`src/rtl/bin2bcd_dd.sv`:
```
// bin2bcd_dd: sequential double-dabble binary-to-BCD converter with sign handling.
// Latency: out_DONE is high in the cycle after the 2*W_BIN-th edge following the accepting edge.
//          The latency does not depend on the input data.
// Backpressure: none. init is accepted only in IDLE and ignored while a conversion is in flight.
//
// Ports:
//   clk, rst      rising-edge clock; asynchronous active-high reset
//   init          start request, sampled only in IDLE
//   in_SIGNED     1 = in_BIN is two's complement; sampled together with init
//   in_BIN        W_BIN-bit value to convert; sampled together with init
//   out_BCD       N_DIG BCD digits, units digit in bits [3:0]
//   out_NEG       sign of the last converted value
//   out_OVF       magnitude did not fit in N_DIG digits (out_BCD holds the low digits)
//   out_BUSY      high while in ADJ or SHIFT
//   out_DONE      one-cycle completion pulse
module bin2bcd_dd #(
  parameter int W_BIN = 9,   // legal range 2..32
  parameter int N_DIG = 3    // legal range 1..10
) (
  input  logic                 clk,
  input  logic                 rst,
  input  logic                 init,
  input  logic                 in_SIGNED,
  input  logic [W_BIN-1:0]     in_BIN,
  output logic [4*N_DIG-1:0]   out_BCD,
  output logic                 out_NEG,
  output logic                 out_OVF,
  output logic                 out_BUSY,
  output logic                 out_DONE
);

  // The counter must be able to hold W_BIN itself.
  localparam int              CW       = $clog2(W_BIN + 1);
  localparam logic [CW-1:0]   CNT_LAST = CW'(W_BIN);
  localparam logic [CW-1:0]   CNT_ONE  = CW'(1);
  localparam logic [W_BIN-1:0] BIN_ONE = W_BIN'(1);
  localparam int              DW       = 4 * N_DIG;

  typedef enum logic [1:0] {
    S_IDLE  = 2'd0,
    S_ADJ   = 2'd1,
    S_SHIFT = 2'd2,
    S_DONE  = 2'd3
  } state_t;

  state_t state_q, state_d;

  // Working state
  logic [W_BIN-1:0] mag_q, mag_d;   // magnitude being shifted out MSB first
  logic [DW-1:0]    dig_q, dig_d;   // BCD digits being built up
  logic [CW-1:0]    cnt_q, cnt_d;   // completed shift steps
  logic             ovf_q, ovf_d;   // sticky: a 1 has left the top digit
  logic             neg_q, neg_d;   // captured sign

  // Registered outputs
  logic [DW-1:0]    bcd_q, bcd_d;
  logic             oneg_q, oneg_d;
  logic             oovf_q, oovf_d;
  logic             busy_q, busy_d;
  logic             done_q, done_d;

  // Input decode: sign and magnitude. Negation is done as W_BIN-bit unsigned,
  // so the most negative value yields 2^(W_BIN-1) without needing an extra bit.
  logic             in_neg;
  logic [W_BIN-1:0] in_mag;

  always_comb begin
    in_neg = in_SIGNED & in_BIN[W_BIN-1];
    in_mag = in_neg ? (~in_BIN + BIN_ONE) : in_BIN;
  end

  // Adjust step: every digit >= 5 gets +3 so that the following shift
  // produces a correct decimal carry into the next digit. All digits in parallel.
  logic [DW-1:0] dig_adj;

  always_comb begin
    dig_adj = dig_q;
    for (int k = 0; k < N_DIG; k++) begin
      if (dig_q[4*k +: 4] >= 4'd5) begin
        dig_adj[4*k +: 4] = dig_q[4*k +: 4] + 4'd3;
      end
    end
  end

  // Shift step: the digits and the magnitude move left as one register.
  // The bit leaving the top digit is the decimal carry out of the kept digits.
  logic [DW+W_BIN-1:0] shifted;
  logic                carry_out;
  logic [CW-1:0]       cnt_inc;

  always_comb begin
    shifted   = {dig_q, mag_q} << 1;
    carry_out = dig_q[DW-1];
    cnt_inc   = cnt_q + CNT_ONE;
  end

  // ---------------------------------------------------------------------
  // FSM process 1: state register
  // ---------------------------------------------------------------------
  always_ff @(posedge clk or posedge rst) begin
    if (rst) begin
      state_q <= S_IDLE;
    end else begin
      state_q <= state_d;
    end
  end

  // ---------------------------------------------------------------------
  // FSM process 2: next-state logic
  // ---------------------------------------------------------------------
  always_comb begin
    state_d = state_q;
    case (state_q)
      S_IDLE:  if (init) state_d = S_ADJ;
      S_ADJ:   state_d = S_SHIFT;
      S_SHIFT: state_d = (cnt_inc < CNT_LAST) ? S_ADJ : S_DONE;
      S_DONE:  state_d = S_IDLE;
      default: state_d = S_IDLE;
    endcase
  end

  // ---------------------------------------------------------------------
  // Working datapath next-state
  // ---------------------------------------------------------------------
  always_comb begin
    mag_d = mag_q;
    dig_d = dig_q;
    cnt_d = cnt_q;
    ovf_d = ovf_q;
    neg_d = neg_q;
    case (state_q)
      S_IDLE: begin
        if (init) begin
          mag_d = in_mag;
          dig_d = '0;
          cnt_d = '0;
          ovf_d = 1'b0;
          neg_d = in_neg;
        end
      end
      S_ADJ: begin
        dig_d = dig_adj;
      end
      S_SHIFT: begin
        {dig_d, mag_d} = shifted;
        cnt_d          = cnt_inc;
        ovf_d          = ovf_q | carry_out;
      end
      default: ;
    endcase
  end

  // ---------------------------------------------------------------------
  // FSM process 3: output logic (feeds output registers, so every output
  // is a flop and no input reaches an output combinationally)
  // ---------------------------------------------------------------------
  always_comb begin
    busy_d = (state_d == S_ADJ) || (state_d == S_SHIFT);
    done_d = (state_d == S_DONE);
    bcd_d  = bcd_q;
    oneg_d = oneg_q;
    oovf_d = oovf_q;
    // Results are published only on the edge entering DONE, using the
    // post-shift working values, so intermediate digits are never visible.
    if ((state_q == S_SHIFT) && (state_d == S_DONE)) begin
      bcd_d  = dig_d;
      oneg_d = neg_q;
      oovf_d = ovf_d;
    end
  end

  // ---------------------------------------------------------------------
  // Working and output registers
  // ---------------------------------------------------------------------
  always_ff @(posedge clk or posedge rst) begin
    if (rst) begin
      mag_q  <= '0;
      dig_q  <= '0;
      cnt_q  <= '0;
      ovf_q  <= 1'b0;
      neg_q  <= 1'b0;
      bcd_q  <= '0;
      oneg_q <= 1'b0;
      oovf_q <= 1'b0;
      busy_q <= 1'b0;
      done_q <= 1'b0;
    end else begin
      mag_q  <= mag_d;
      dig_q  <= dig_d;
      cnt_q  <= cnt_d;
      ovf_q  <= ovf_d;
      neg_q  <= neg_d;
      bcd_q  <= bcd_d;
      oneg_q <= oneg_d;
      oovf_q <= oovf_d;
      busy_q <= busy_d;
      done_q <= done_d;
    end
  end

  assign out_BCD  = bcd_q;
  assign out_NEG  = oneg_q;
  assign out_OVF  = oovf_q;
  assign out_BUSY = busy_q;
  assign out_DONE = done_q;

endmodule

```
`config.mk`:
```
export PLATFORM = sky130hd
export DESIGN_NAME = bin2bcd_dd
export DESIGN_NICKNAME = d
export VERILOG_FILES = /design/src/rtl/bin2bcd_dd.sv
export SDC_FILE = /design/constraint.sdc
export NUM_CORES = 1
export LEC_CHECK = 0
export BUFFER_PORTS_ARGS = -buffer_cell sky130_fd_sc_hd__buf_2
export CAP_MARGIN = 30
export CORE_MARGIN = 8
export CORE_UTILIZATION = 30
export CTS_CLUSTER_DIAMETER = 120
export DETAILED_ROUTE_END_ITERATION = 8
export GPL_TIMING_DRIVEN = 1
export PLACE_DENSITY = 0.47
export SYNTH_ARGS = -nofsm -noshare
export SYNTH_HDL_FRONTEND = slang
export SYNTH_SLANG_ARGS = --single-unit
```
`constraint.sdc`:
```
create_clock -name clk -period 2.8 [get_ports clk]
set_clock_uncertainty 0.15 [all_clocks]
set_input_delay 0.14 -clock clk [delete_from_list [all_inputs] [get_ports clk]]
set_output_delay 0.14 -clock clk [all_outputs]
set_load 0.05 [all_outputs]
```
==> results.yml <==
synth:
  synth-edff-count: 0
  synth_flop_cell: "dfrtp_1"
  ys_async_sr_fraction_pct: 100
  synth-seq-area-share_pct: 47.7
  syn-num-nets: 253
  netlist_instances: 231
  synth_area_um2: 2360
  avgSynthCellArea_um2: 10.2
  yosys_warnings: 0
  ys_ff_latch: 45
  ys_types: 49
setup_path:
  cp.required_ns: 2.84
  slowest_delay_ns: 0.44
  crit_family: "simple AND/OR/NAND/NOR gates"
  critPathBufInv: 1
  critical_path.max_fanout: 21
  critical_path_class: "reg2reg"
  crit_chain: "nor2b_1 > nor2_2 > inv_2 > ha_1 > nand2_2 > mux2_2"
  cpMaxStageDelayCell: "dfrtp_1"
  end_kind: "flip-flop"
  arrival_ns: 2.41
  startpoint_type: "flip-flop"
pwr:
  ir_worst_vdd_mv: 0.392
  p_per_area_nw_per_um2: 1080
  p_leak_nw: 1.25
layout:
  finalInstanceArea_um2: 2750
  areaGrowthSynthToFinish_pct: 16.6
  final_util_pct: 35.8
  drive_above_1_share_pct: 20.8
  diodes: 0
  final_nets: 285
  fillers: 826
timing:
  maxSlewViolCount: 0
  slew_headroom_pct: 67.0
  fin_crit_sh_pct: 84.6
  layout_setup_ws_ns: 0.431
  finalHoldViolations: 0
  fmax_mhz: 422
  period_minus_slack_ns: 2.37
  setup_tns_ns: 0
  hold_slack_ns: 0.00955
  tightest_slew_ns: 0.494
  setup_viol: 0
  rsz0062_at_grt: "no"
place:
  place_area_um2: 2600
  hpwl_um: 3660
  place_congestion: 0.730
  place_ws_ns: 0.391
  port-buffer-count: 28
flow_run:
  drv_cap: 0
clock_tree:
  cts_tree: "yes"
  ctsResizeCount: 0
  clkLatencyLatePin_ns: 0.29
  cts_root_buf: "clkbuf_8"
  cts_setup_buffers: 0
  h-tree-depth: 2
  clk_path_buf_depth: 2
  cts_sinks: 45
  cts_inserted_buffers: 5
  clk_pin_slew_ns: 0.08
drt:
  drc_errors: 0
  wirelength_um: 5150
  vias: 1795
  drt.antenna.violating_nets: 0
  drtPass1Iterations: 4
  routedWlPerCell_um: 14.1
  drtIter0Drc: 22
  post_drt_via_cell_ratio: 4.90
global_routing:
  grt_antenna_before_repair: 0
  grt_use_total_pct: 9.66
  grt_overflow: 0
  grt_max_degree: 29
  grt_pass1_wl_um: 8890
  first_global_vias: 1912
worst_hold_path:
  hp-class: "in2reg"
floorplanning:
  coreArea_um2: 7690
  placementRows: 32
  die_h_um: 105
  fp.dieW_um: 105
  die_area_um2: 11000
  ioPinCount: 29
  start_util_pct: 30.7
outcome:
  status: "finished clean"
-- where the power goes --
group          switching, W  internal, W  total (W)
Sequential         0.000202     0.000913    0.00112
Combinational      0.000922     0.000499    0.00142
Clock              0.000218     0.000223   0.000441
Total               0.00134      0.00163    0.00298
-- placed cells by master, fill, tap and decap left out, types with 3 or more instances in the layout --
| master | Yosys | final |
|---|---|---|
| a21oi_1 | 14 | 14 |
| o211ai_1 | 3 | 3 |
| or3_1 | 3 | 3 |
| o21ai_1 | 6 | 6 |
| inv_1 | 11 | 10 |
| a31oi_1 | 3 | 3 |
| nor3_1 | 4 | 4 |
| o221ai_1 | 4 | 4 |
| xnor2_1 | 3 | 3 |
| dfrtp_1 | 45 | 45 |
| nor2b_1 | 3 | 3 |
| clkbuf_8 | 0 | 7 |
| ha_1 | 9 | 9 |
| nor2_1 | 9 | 9 |
| buf_2 | 6 | 28 |
| a221oi_1 | 7 | 7 |
| nand2b_1 | 6 | 6 |
| nand2_1 | 19 | 19 |
| mux2_4 | 6 | 6 |
| mux2i_1 | 3 | 3 |
| dlygate4sd3_1 | 0 | 5 |
| xor2_1 | 3 | 3 |
| buf_4 | 3 | 4 |
| o21ai_0 | 19 | 19 |
| nand3_1 | 4 | 4 |
| a22oi_1 | 7 | 7 |
-- metal layers --
layer,up-vias,GRT usage (%),wire (um)
met2,31,15.7,2330
met3,5,2.95,208
met5,-,0,0
met4,0,2.75,34
li1,904,-,-
met1,855,12.1,2570
-- state kept, by name, summed over array words and instances, names as in the netlist --
name and count:
ovf_q 1, cnt_q 4, out_DONE 1, neg_q 1, out_BUSY 1, out_NEG 1, out_BCD 12, dig_q 12
out_OVF 1, state_q 2, mag_q 9
-- through the flow --
stage          total power, W  instances
6_report              0.00298        366
2_1_floorplan         0.00224        231
4_1_cts               0.00303        366
3_3_place_gp          0.00256        352
3_5_place_dp          0.00257        353
5_1_grt               0.00323        366
-- synth_stat cells, types with 3 or more instances --
library cell / instances / area share (%)
a21oi_1: 14 / 3.0
nor2b_1: 3 / 0.79
nand3_1: 4 / 0.85
buf_4: 3 / 0.95
a22oi_1: 7 / 2.2
nor2_1: 9 / 1.4
dfrtp_1: 45 / 48
nand2_1: 19 / 3.0
buf_2: 6 / 1.3
o21ai_0: 19 / 4.0
or3_1: 3 / 0.79
o221ai_1: 4 / 1.5
a221oi_1: 7 / 2.6
a31oi_1: 3 / 0.79
inv_1: 11 / 1.7
xnor2_1: 3 / 1.1
nor3_1: 4 / 0.85
mux2i_1: 3 / 1.3
xor2_1: 3 / 1.1
o21ai_1: 6 / 1.3
mux2_4: 6 / 3.8
nand2b_1: 6 / 1.6
ha_1: 9 / 4.8
o211ai_1: 3 / 0.95
-- worst reg2reg max path: stages (launching register included) --
cell	delay (ns)
dfrtp_1	0.44
nor2b_1	0.17
nor2_2	0.40
inv_2	0.11
ha_1	0.23
nand2_2	0.38
mux2_2	0.39
-- cells by family (layout without fill, tap and decap cells) --
family	count (synthesis)	count (layout)	synth area share, %
AO/OA/AOI/OAI	75	75	20.7
XOR/XNOR	6	6	2.23
adder cells (fa/ha/maj)	9	9	4.77
buffers and inverters	25	58	5.14
flip-flops	45	45	47.7
multiplexers	10	10	5.56
AND/OR/NAND/NOR	61	61	13.9
-- cell type report --
class | instances | area, um^2 | area share (%)
clock buffer | 7 | 96.3 | 3.50
clock inverter | 1 | 5.00 | 0.182
sequential | 45 | 1130 | 40.9
tap | 102 | 128 | 4.63
multi-input combinational | 161 | 1110 | 40.4
inverter | 12 | 45.0 | 1.64
timing repair buffer | 38 | 240 | 8.72
-- repair_timing --
action,in CTS,in global routing
hold endpoints to repair,21,0
setup endpoints to repair,0,0
hold buffers,5,0
-- path summary, 6_finish.rpt --
kind / startpoint / end / slack (ns) / cells past startpoint
max in group asynchronous: rst / dig_q[4]$_DFF_PP0_ / 1.79 / 4
hold / removal: in_BIN[4] / mag_q[4]$_DFFE_PP0P_ / 0.01 / 3
hold reg to reg: out_BCD[5]$_DFFE_PP0P_ / out_BCD[5]$_DFFE_PP0P_ / 0.33 / 2
setup / recovery: state_q[1]$_DFF_PP0_ / out_NEG$_DFFE_PP0P_ / 0.43 / 6
min in group asynchronous: rst / cnt_q[2]$_DFFE_PP0P_ / 0.22 / 3
setup reg to reg: state_q[1]$_DFF_PP0_ / out_NEG$_DFFE_PP0P_ / 0.43 / 6
Power figures use the tool's default switching activity.
